--- src/rtl/boot_sequencer.sv ---
// boot_sequencer: loads an instruction image from the bios loader, drains the pipeline, then releases the PC.
// Optional BOOT_CHECKSUM_EN: the load_last word is a 32-bit wrapping checksum of the image instead of an instruction.
module boot_sequencer #(
    parameter int MEM_WORDS    = 256,
    parameter int FLUSH_CYCLES = 4
) (
    input  logic        clock,
    input  logic        reset,
    input  logic        start,
    input  logic        load_valid,
    input  logic [31:0] load_data,
    input  logic        load_last,
    output logic        load_ready,
    input  logic [31:0] pc_in,
    input  logic        stall_in,
    input  logic        halt_in,
    output logic [31:0] imem_address,
    output logic [31:0] imem_data,
    output logic        imem_we,
    output logic        imem_oe,
    output logic        pc_enable,
    output logic        pipe_flush,
    output logic        regfile_reset,
    output logic        running,
    output logic [15:0] word_count,
    output logic        error
);
    localparam int             FCW        = (FLUSH_CYCLES < 1) ? 1 : $clog2(FLUSH_CYCLES + 1);
    localparam logic [FCW-1:0] FLUSH_INIT = FCW'(FLUSH_CYCLES);
    localparam logic [15:0]    MEM_LIMIT  = 16'(MEM_WORDS);

    typedef enum logic [2:0] {
        S_IDLE  = 3'd0,
        S_LOAD  = 3'd1,
        S_FLUSH = 3'd2,
        S_RUN   = 3'd3,
        S_HALT  = 3'd4
    } state_t;

    state_t         state_q, state_d;
    logic [15:0]    wc_q, wc_d;
    logic           err_q, err_d;
    logic           ready_q, ready_d;
    logic           we_q, we_d;
    logic [31:0]    waddr_q, waddr_d;
    logic [31:0]    wdata_q, wdata_d;
    logic           oe_q, oe_d;
    logic           rfrst_q, rfrst_d;
    logic           run_q, run_d;
    logic [FCW-1:0] fcnt_q, fcnt_d;
    logic           accept;
`ifdef BOOT_CHECKSUM_EN
    logic [31:0]    sum_q, sum_d;
`endif

    // State and registered-output flops; reset lands in IDLE with the register file held.
    always_ff @(posedge clock or posedge reset) begin
        if (reset) begin
            state_q <= S_IDLE;
            wc_q    <= 16'd0;
            err_q   <= 1'b0;
            ready_q <= 1'b0;
            we_q    <= 1'b0;
            waddr_q <= 32'd0;
            wdata_q <= 32'd0;
            oe_q    <= 1'b0;
            rfrst_q <= 1'b1;
            run_q   <= 1'b0;
            fcnt_q  <= {FCW{1'b0}};
`ifdef BOOT_CHECKSUM_EN
            sum_q   <= 32'd0;
`endif
        end else begin
            state_q <= state_d;
            wc_q    <= wc_d;
            err_q   <= err_d;
            ready_q <= ready_d;
            we_q    <= we_d;
            waddr_q <= waddr_d;
            wdata_q <= wdata_d;
            oe_q    <= oe_d;
            rfrst_q <= rfrst_d;
            run_q   <= run_d;
            fcnt_q  <= fcnt_d;
`ifdef BOOT_CHECKSUM_EN
            sum_q   <= sum_d;
`endif
        end
    end

    // Next-state logic and next values of the registered outputs.
    always_comb begin
        state_d = state_q;
        wc_d    = wc_q;
        err_d   = err_q;
        we_d    = 1'b0;
        waddr_d = waddr_q;
        wdata_d = wdata_q;
        fcnt_d  = fcnt_q;
`ifdef BOOT_CHECKSUM_EN
        sum_d   = sum_q;
`endif
        // ready_q already encodes "in LOAD with room left", so no extra state term is needed
        accept  = (state_q == S_LOAD) && load_valid && ready_q;

        case (state_q)
            S_IDLE, S_HALT: begin
                if (start) begin
                    state_d = S_LOAD;
                    wc_d    = 16'd0;
                    err_d   = 1'b0;
`ifdef BOOT_CHECKSUM_EN
                    sum_d   = 32'd0;
`endif
                end else begin
                    state_d = state_q;
                end
            end
            S_LOAD: begin
                if (accept) begin
`ifdef BOOT_CHECKSUM_EN
                    if (load_last) begin
                        if (load_data == sum_q) begin
                            state_d = S_FLUSH;
                            fcnt_d  = FLUSH_INIT;
                        end else begin
                            err_d   = 1'b1;
                            state_d = S_HALT;
                        end
                    end else begin
                        we_d    = 1'b1;
                        waddr_d = {16'd0, wc_q};
                        wdata_d = load_data;
                        wc_d    = wc_q + 16'd1;
                        sum_d   = sum_q + load_data;
                    end
`else
                    we_d    = 1'b1;
                    waddr_d = {16'd0, wc_q};
                    wdata_d = load_data;
                    wc_d    = wc_q + 16'd1;
                    if (load_last) begin
                        state_d = S_FLUSH;
                        fcnt_d  = FLUSH_INIT;
                    end else begin
                        state_d = S_LOAD;
                    end
`endif
                end else if (load_valid && (wc_q == MEM_LIMIT)) begin
                    // image larger than memory: drop the word and stop
                    err_d   = 1'b1;
                    state_d = S_HALT;
                end else begin
                    state_d = S_LOAD;
                end
            end
            S_FLUSH: begin
                if (fcnt_q == {FCW{1'b0}}) begin
                    state_d = S_RUN;
                end else begin
                    fcnt_d  = fcnt_q - {{(FCW-1){1'b0}}, 1'b1};
                end
            end
            S_RUN: begin
                if (halt_in) begin
                    state_d = S_HALT;
                end else begin
                    state_d = S_RUN;
                end
            end
            default: begin
                state_d = S_IDLE;
            end
        endcase

        ready_d = (state_d == S_LOAD) && (wc_d < MEM_LIMIT);
        oe_d    = (state_d == S_FLUSH) || (state_d == S_RUN);
        rfrst_d = (state_d == S_IDLE) || (state_d == S_LOAD);
        run_d   = (state_d == S_RUN);
    end

    // The final loader write overlaps the first FLUSH cycle, so it keeps the address bus for that cycle.
    assign imem_address  = (oe_q && !we_q) ? pc_in : waddr_q;
    assign imem_data     = wdata_q;
    assign imem_we       = we_q;
    assign imem_oe       = oe_q;
    assign load_ready    = ready_q;
    assign regfile_reset = rfrst_q;
    assign running       = run_q;
    assign word_count    = wc_q;
    assign error         = err_q;

    // Stalls must hit the PC in the same cycle, so these two follow stall_in directly in RUN.
    assign pc_enable  = (state_q == S_RUN) ? ~stall_in : 1'b0;
    assign pipe_flush = (state_q == S_RUN) ? stall_in : 1'b1;

endmodule

--- config.mk ---
export PLATFORM = sky130hd
export DESIGN_NAME = boot_sequencer
export DESIGN_NICKNAME = d
export VERILOG_FILES = /design/src/rtl/boot_sequencer.sv
export SDC_FILE = /design/constraint.sdc
export NUM_CORES = 1
export LEC_CHECK = 0
export ABC_AREA = 1
export CAP_MARGIN = 15
export CORE_UTILIZATION = 40
export DETAILED_ROUTE_END_ITERATION = 7
export GPL_TIMING_DRIVEN = 0
export PLACE_DENSITY_LB_ADDON = 0.3
export SLEW_MARGIN = 20
export SYNTH_ARGS = -nofsm -noshare
export SYNTH_HDL_FRONTEND = slang
export SYNTH_SLANG_ARGS = --single-unit
--- constraint.sdc ---
create_clock -name clock -period 2.4 [get_ports clock]
set_input_delay 0.24 -clock clock [delete_from_list [all_inputs] [get_ports clock]]
set_output_delay 0.24 -clock clock [all_outputs]
set_load 0.02 [all_outputs]
After elaboration in Yosys (flattened, before gate mapping)
Cells that the tools add are included.
{"block": "word_totals", "regBits": 76, "input_bits": 71}
{"block": "classes", "order_cmp": 1, "bitwise_logic": 1, "reduce_logical": 17, "n_addsub": 2, "n_eq_ne": 14, "muxes": 23}
{"op": "2-to-1 mux 16 bit", "n": 2}
{"op": "2-to-1 mux 32 bit", "n": 1}
{"op": "one-hot mux 16 bit (2 select lines)", "n": 1}
{"op": "2-to-1 mux 3 bit", "n": 8}
{"op": "adder 16 x 1 -> 16 bit, second input constant", "n": 1}
{"op": "equality test 16 x 9 -> 1 bit, second input constant", "n": 1}
{"op": "< comparator 16 x 9 -> 1 bit, second input constant", "n": 1}
{"op": "equality test 3 x 2 -> 1 bit, second input constant", "n": 4}
{"op": "one-hot mux 3 bit (4 select lines)", "n": 1}
{"op": "inequality test 2 bit, second input constant", "n": 5}
{"op": "logical NOT 3 bit", "n": 3}
{"op": "AND reduction 4 bit", "n": 2}
{"op": "2-to-1 mux 1 bit", "n": 7}
{"op": "equality test 3 x 1 -> 1 bit, second input constant", "n": 2}
{"op": "one-hot mux 3 bit (2 select lines)", "n": 1}
{"op": "logical AND 1 bit", "n": 5}
{"op": "nonzero test 2 bit", "n": 2}
{"op": "equality test 3 bit, second input constant", "n": 1}
{"op": "subtractor 3 x 1 -> 3 bit, second input constant", "n": 1}
{"op": "logical OR 1 bit", "n": 2}
{"op": "2-to-1 mux 2 bit", "n": 1}
{"op": "inequality test 2 x 1 -> 1 bit, second input constant", "n": 1}
{"op": "one-hot mux 1 bit (2 select lines)", "n": 1}
{"op": "AND reduction 2 bit", "n": 1}
{"op": "3 further kinds", "n": 3}

Depth between registers and ports, before layout
Gate-level depths: netlist (run 1).
{"block": "depth", "word_depth": 7, "ltp_mapped": 12, "ltp_nobuf": 12}

Least setup slack after synthesis (run 1)
OpenSTA, ideal clock, no wires.
{"block": "synth_timing", "path_kind": "reg-to-output", "start": "reg we_q (netlist: imem_we)", "end": "out imem_address[21]", "path_stages_with_launch": 6, "path_slack_ns": 0.777, "path_buffers": 2, "arrival_time_ns": 1.383, "cell_sequence": "dfrtp_1 -> inv_1 -> nand2_1 -> clkbuf_1 -> clkbuf_1 -> nor2_1"}
{"block": "synth_between", "elab_chain_cells": 3}
{"element": "start, declared", "line_no": "44", "text": "logic we_q, we_d;"}
{"element": "start signal, assigned", "line_no": "78", "text": "we_q <= we_d;"}
{"element": "logical NOT 1 bit", "line_no": "183", "text": "assign imem_address = (oe_q && !we_q) ? pc_in : waddr_q;"}
{"element": "logical AND 1 bit", "line_no": "183"}
{"element": "2-to-1 mux 32 bit", "line_no": "183"}
{"element": "end, declared", "line_no": "17", "text": "output logic [31:0] imem_address,"}
Every way passes these cells.

Worst setup path after layout (run 1)
{"block": "layout_timing", "start": "reg oe_q (netlist: imem_oe)", "end": "out imem_address[10]"}
{"block": "layout_between", "elab_chain_cells": 2}
{"element": "start, declared", "line_no": "47", "text": "logic oe_q, oe_d;"}
{"element": "start signal, assigned", "line_no": "66", "text": "oe_q <= 1'b0;"}
{"element": "start signal, assigned", "line_no": "81", "text": "oe_q <= oe_d;"}
{"element": "logical AND 1 bit", "line_no": "183"}
{"element": "2-to-1 mux 32 bit", "line_no": "183"}
Every way passes these cells.

==> results of run 1 <==
critical path: cells and delay by family, from the launching register on:
kind                   cells  cell delay [ns]
buffers and inverters      2             0.79
DFF                        1             0.39
muxes                      1             0.37
and+or+nand+nor            1             0.15
how the worst max path moves through the flow:
stage / startpoint / endpoint / slack (ns) / cells past startpoint
3_3_place_gp: reset / imem_data[31]$_DFFE_PP0P_ / -1.02 / 2
4_1_cts: imem_oe$_DFF_PP0_ / imem_address[10] / 0.02 / 4
5_1_grt: imem_we$_DFF_PP0_ / imem_address[22] / 0.009 / 6
2_1_floorplan: reset / error$_DFFE_PP0P_ / 0.22 / 1
3_5_place_dp: imem_oe$_DFF_PP0_ / imem_address[28] / 0.11 / 5
6_report: imem_oe$_DFF_PP0_ / imem_address[10] / 0.09 / 4
placed cells by master (no fill, tap or decap), types with 3 or more instances in the layout:
| master | count |
|---|---|
| nand2_1 | 157 |
| clkdlybuf4s50_1 | 152 |
| dfrtp_1 | 75 |
| inv_1 | 53 |
| nor2_1 | 40 |
| nand3_1 | 25 |
| o21ai_0 | 20 |
| mux2_2 | 16 |
| nand2_2 | 10 |
| clkbuf_8 | 10 |
| a21oi_1 | 9 |
| nand3_2 | 7 |
| nor2_4 | 6 |
| clkbuf_1 | 6 |
| nand4_1 | 6 |
| dlygate4sd2_1 | 5 |
| inv_2 | 4 |
| ha_1 | 4 |
| buf_1 | 3 |
| nor2_2 | 3 |
kinds of logic after synthesis:
| logic type | count (synthesis) |
|---|---|
| buffers and inverters | 74 |
| AOI/OAI and AO/OA | 36 |
| DFF | 76 |
| muxes | 16 |
| adders and majority gates | 4 |
| and+or+nand+nor | 260 |
power breakdown:
part / total (mW) / switching [mW] / internal, mW
registers: 1.94 / 0.250 / 1.69
logic: 3.13 / 1.73 / 1.40
clock network: 1.01 / 0.499 / 0.513
total: 6.08 / 2.48 / 3.60
routing by layer:
layer	up-vias	GRT usage	share of wire
li1	1785	-	-
met5	-	0	0
met3	17	0.0478	0.056
met4	0	0.0826	0.021
met2	127	0.359	0.47
met1	1698	0.293	0.45
sequential cells by signal, summed over array words and instances (netlist names), 3 cells and up:
signal	cells
imem_data	32
fcnt_q	3
word_count	16
state_q	3
waddr_q	16
stage by stage:
| step | worst slack, ns | TNS [ns] | std cells | util | hold slack (ns) |
|---|---|---|---|---|---|
| 4_1_cts | 0.0154 | 0 | 752 | 0.625 | 0.205 |
| 3_3_place_gp | -1.02 | -76.44 | 735 | 0.600 | 0.463 |
| 5_1_grt | 0.00872 | 0 | 752 | 0.625 | 0.241 |
| 6_report | 0.0922 | 0 | 752 | 0.625 | 0.204 |
| 3_5_place_dp | 0.110 | 0 | 736 | 0.603 | 0.464 |
| 2_1_floorplan | 0.223 | 0 | 466 | - | 0.350 |
timing repair:
action,4_1_cts,5_1_grt
resized for setup,9,2
buffers inserted,0,0
endpoints found under the setup margin,23,7
cells in the mapped netlist (all sizes together):
cell,n,share of area
clkinv,2,0.0020
nand3b,1,0.0030
nor3,1,0.0013
nand4,6,0.0099
inv,58,0.057
o22ai,1,0.0017
dfstp,1,0.0069
a21boi,1,0.0020
mux2,16,0.047
o21ai,22,0.029
ha,4,0.013
nand2,168,0.17
or2,1,0.0017
buf,7,0.0099
clkbuf,7,0.0069
nor2,50,0.068
o31ai,1,0.0020
nand3,32,0.051
o21a,2,0.0040
dfrtp,75,0.49
nor3b,1,0.0020
a21oi,9,0.012
cell type report:
| cell class | count | area share |
|---|---|---|
| plain buffers | 14 | 0.0124 |
| clock buffers | 11 | 0.0246 |
| clock inverters | 5 | 0.0104 |
| inverters | 60 | 0.0396 |
| multi-input cells | 316 | 0.279 |
| flip-flops and latches | 76 | 0.331 |
| well taps | 111 | 0.0241 |
| repair buffers | 159 | 0.279 |
==> qor.csv, run 1 <==
stage,metric,value,unit
status,status,"finished, final reports clean",
sta,Fin. Hold Viols,0,
detailed_routing,drt pass-1 iters,5,
logic_synthesis,Post-Syn Area,3790,um2
placement,Port Buffers,158,
logic_synthesis,Post-Synthesis Cells,466,
detailed_routing,total vias in the final route,3627,
detailed_routing,vias per cell,4.82,
finish,ant diodes,0,
logic_synthesis,Ys Warns,0,
grt,initial antenna violation count,0,
clocking,CTS tree,yes,
clocking,Num CTS Buffers,9,
critical_path,crit path max fanout,10,
sta,min Tclk post-route,2.31,ns
sta,Slew headroom,0.701,
floorplanning,Initial Utilization,0.413,
critical_path,crit path capture type,output port,
critical_path,flop2flop setup slack,0.67,ns
logic_synthesis,Adder-Cell Fraction of Synth Area,0.0132,
sta,final setup skew,0.0102,ns
sta,crit share post-route,0.962,
sta,Fmax,433,MHz
sta,slew of the pin with the lowest slew margin,0.449,ns
sta,# setup viols final,0,
logic_synthesis,register bit total from synthesis,76,
clocking,maximum buffer depth of the clock tree,2,
run,Max Cap Violations,0,
floorplanning,die extent in x,99.4,um
logic_synthesis,simple-gate share of the synthesized area,0.311,
placement,Post-Place Cell Area,5540,um2
critical_path,startpoint types,flop,
floorplanning,Die Y,99.4,um
grt,global-route wire length before repair,16900,um
critical_path,Setup CP Type,reg2out,
critical_path,reg2reg start,state_q[0]$_DFF_PP0_,
finish,Nets,711,
grt,largest net degree at the start of global routing,52,
power,Pwr Total,6.08,mW
finish,Fill cells,785,
critical_path,RR Endpoint,load_ready$_DFF_PP0_,
floorplanning,num ports,159,
clocking,root buf cell,clkbuf_8,
critical_path,worst path arrival time,2.07,ns
floorplanning,Rows,35,
logic_synthesis,largest family of logic cells by synthesized area,simple AND/OR/NAND/NOR gates,
grt,vias in the first global route,3418,
finish,Storage cell area,1900,um2
logic_synthesis,Yosys cell types,32,
clocking,# H-tree levels,3,
detailed_routing,Initial DRC Count,225,
finish,multi-input logic area,1600,um2
floorplanning,CORE AREA,9200,um2
floorplanning,full die area,9880,um2
clocking,clock latency on the worst-skew pair,0.36,ns
sta,RSZ-0062 raised after global routing,no,
finish,share of cells above drive strength 1,0.114,
critical_path,Critical Path RT,2.16,ns
clocking,CTS Hold Bufs,0,
logic_synthesis,Synth Net Count,541,
critical_path,"slowest stage cell, crit path",clkdlybuf4s50_1,
logic_synthesis,"Avg Cell Area, Syn",8.14,um2
finish,fin area,5750,um2
clocking,"CTS clk-pin slew, worst paths",0.08,ns
detailed_routing,Routed WL,10600,um
grt,gr usage total,0.222,
critical_path,"slowest stage delay, CP",0.54,ns
grt,GRT overflow,0,
min_path,Hold WC Path Type,in2async,
sta,Slew Limit Fails,0,
placement,Final HPWL DP,8020,um
critical_path,reg2reg path depth,11,
critical_path,CP Cell Sequence,nand2_2 -> clkbuf_4 -> mux2_2 -> clkdlybuf4s50_1,
finish,"Area growth, synth to finish",51.6,%
logic_synthesis,Post-Synth XOR/XNOR Area,0,
detailed_routing,post-route ant nets,0,
power,pwr dens,1060,nW/um2
logic_synthesis,sequential share of the synthesized area,0.502,
clocking,CTS sink count,76,
power,worst vdd rail ir drop,0.536,mV
placement,placer congestion estimate,0.900,
power,static leakage,2.84,nW
logic_synthesis,mux share of post-synthesis cell area,0.0475,
detailed_routing,# DRC,0,
logic_synthesis,Synth Area in Compound Gates,0.0505,
detailed_routing,WL/cell,14.1,um
No activity file was read; power rests on OpenSTA's default activity.
==> run 2: changes to the inputs <==
- CORE_UTILIZATION: 40 -> 43
==> run 2 against run 1 <==
Via count about the same; die area fell by 6.8%; clock skew increased by 0.0031 ns; clock-buffer cell count decreased by 1; global-route usage grew 3.0 points; non-clock buffer count unchanged; cell count shrank 0.80%; largest cell class unchanged.
==> qor.csv, run 2 (synthesis results as in run 1) <==
stage,metric,value,unit
placement,Final HPWL DP,8270,um
grt,largest net degree at the start of global routing,60,
grt,gr usage total,0.252,
clocking,maximum buffer depth of the clock tree,2,
sta,setup ws final,0.106,ns
finish,fin area,5790,um2
detailed_routing,vias per cell,4.86,
floorplanning,Die Y,95.9,um
finish,most frequent cells in the layout,"nand2_1 (157), clkdlybuf4s50_1 (147), dfrtp_1 (75)",
critical_path,crit path capture type,output port,
clocking,root buf cell,clkbuf_8,
grt,initial antenna violation count,0,
power,pwr dens,1090,nW/um2
sta,Fmax,436,MHz
finish,Nets,711,
clocking,CTS Hold Bufs,0,
placement,pre-CTS setup slack,0.126,ns
sta,slew of the pin with the lowest slew margin,0.511,ns
floorplanning,num ports,159,
critical_path,worst path arrival time,2.05,ns
clocking,clock latency on the worst-skew pair,0.35,ns
grt,global-route wire length before repair,17200,um
status,status,"finished, final reports clean",
detailed_routing,Initial DRC Count,181,
placement,placer congestion estimate,0.876,
sta,setup TNS,0,ns
sta,Hold Slack,0.165,ns
floorplanning,Rows,33,
finish,fin util,0.691,
floorplanning,full die area,9200,um2
critical_path,startpoint types,flop,
finish,share of cells above drive strength 1,0.115,
floorplanning,Initial Utilization,0.453,
clocking,# H-tree levels,3,
power,static leakage,2.92,nW
clocking,Setup Buffers After CTS,0,
floorplanning,CORE AREA,8380,um2
finish,"Area growth, synth to finish",52.7,%
sta,Slew Limit Fails,0,
sta,crit share post-route,0.956,
clocking,CTS sink count,76,
detailed_routing,Routed WL,10900,um
grt,vias in the first global route,3500,
finish,max reg flops,32,
critical_path,crit path max fanout,10,
clocking,Num CTS Buffers,9,
sta,# setup viols final,0,
detailed_routing,post-route ant nets,0,
sta,RSZ-0062 raised after global routing,no,
min_path,Hold WC Path Type,in2async,
run,Max Cap Violations,0,
critical_path,Setup CP Type,reg2out,
detailed_routing,WL/cell,14.6,um
detailed_routing,# DRC,0,
sta,Fin. Hold Viols,0,
placement,Post-Place Cell Area,5540,um2
critical_path,flop2flop setup slack,0.62,ns
finish,ant diodes,0,
critical_path,Critical Path RT,2.16,ns
placement,Port Buffers,158,
finish,"commonest non-fill, non-tap cell in the layout",nand2_1,
floorplanning,die extent in x,95.9,um
sta,final setup skew,0.0134,ns
clocking,"CTS clk-pin slew, worst paths",0.09,ns
power,worst vdd rail ir drop,0.535,mV
detailed_routing,drt pass-1 iters,4,
sta,Slew headroom,0.659,
clocking,CTS tree,yes,
detailed_routing,total vias in the final route,3626,
grt,GRT overflow,0,
sta,min Tclk post-route,2.29,ns
[run 2: changes by cell type in the layout (fill, tap and decap cells not counted)]
cell / delta
dlygate4sd2_1: +3
clkbuf_4: -1
bufinv_16: +2
clkbuf_1: -1
inv_6: -1
clkdlybuf4s50_1: -5
dlymetal6s2s_1: +2
buf_4: +1
[run 2: cell type report]
type | instances | area [um2]
multi-input combinational | 316 | 1600
clock buffer | 10 | 138
clock inverter | 6 | 111
timing repair buffer | 159 | 1610
inverter | 60 | 228
tap | 105 | 131
sequential | 76 | 1900
fill | 691 | 2590
buffer | 14 | 71.3
[run 2: repair_timing]
item,in CTS,in global routing
cloned,0,0
endpoints found under the setup margin,23,15
hold endpoints to repair,0,0
resized for setup,12,4
[run 2: stage by stage]
step                total power, mW  cells
floorplan                      3.70    466
global placement               5.04    729
detailed placement             5.13    730
CTS                            6.35    746
global route                   6.69    746
finish                         6.30    746
[run 2: worst max-delay path, cell delays in order, from the launching register on]
cell and delay (ns):
dfrtp_1 0.40, nand2_2 0.15, buf_4 0.23, mux2_2 0.37
clkdlybuf4s50_1 0.55
[run 2: worst paths after layout]
path | start | endpoint | depth (start not counted)
worst max-delay path | imem_oe$_DFF_PP0_ | imem_address[8] | 4
worst min-delay path | reset | imem_data[26]$_DFFE_PP0P_ | 2
worst min register to register | imem_data[8]$_DFFE_PP0P_ | imem_data[8]$_DFFE_PP0P_ | 2
min in group clock | load_data[0] | imem_data[0]$_DFFE_PP0P_ | 3
max in group asynchronous | reset | regfile_reset$_DFF_PP1_ | 3
worst max register to register | state_q[0]$_DFF_PP0_ | load_ready$_DFF_PP0_ | 11
[run 2: routing by layer]
layer,GRT usage,part of all wire,vias to the layer above
li1,-,-,1789
met1,0.310,0.41,1690
met2,0.448,0.50,135
met3,0.0561,0.073,12
met4,0.0597,0.013,0
met5,0,0,-
[run 2: where the power goes]
group / internal [mW] / leakage [nW] / total [mW] / switching [mW]
registers: 1.69 / 0.996 / 1.94 / 0.248
logic: 1.39 / 1.80 / 3.14 / 1.75
clock network: 0.720 / 0.122 / 1.22 / 0.500
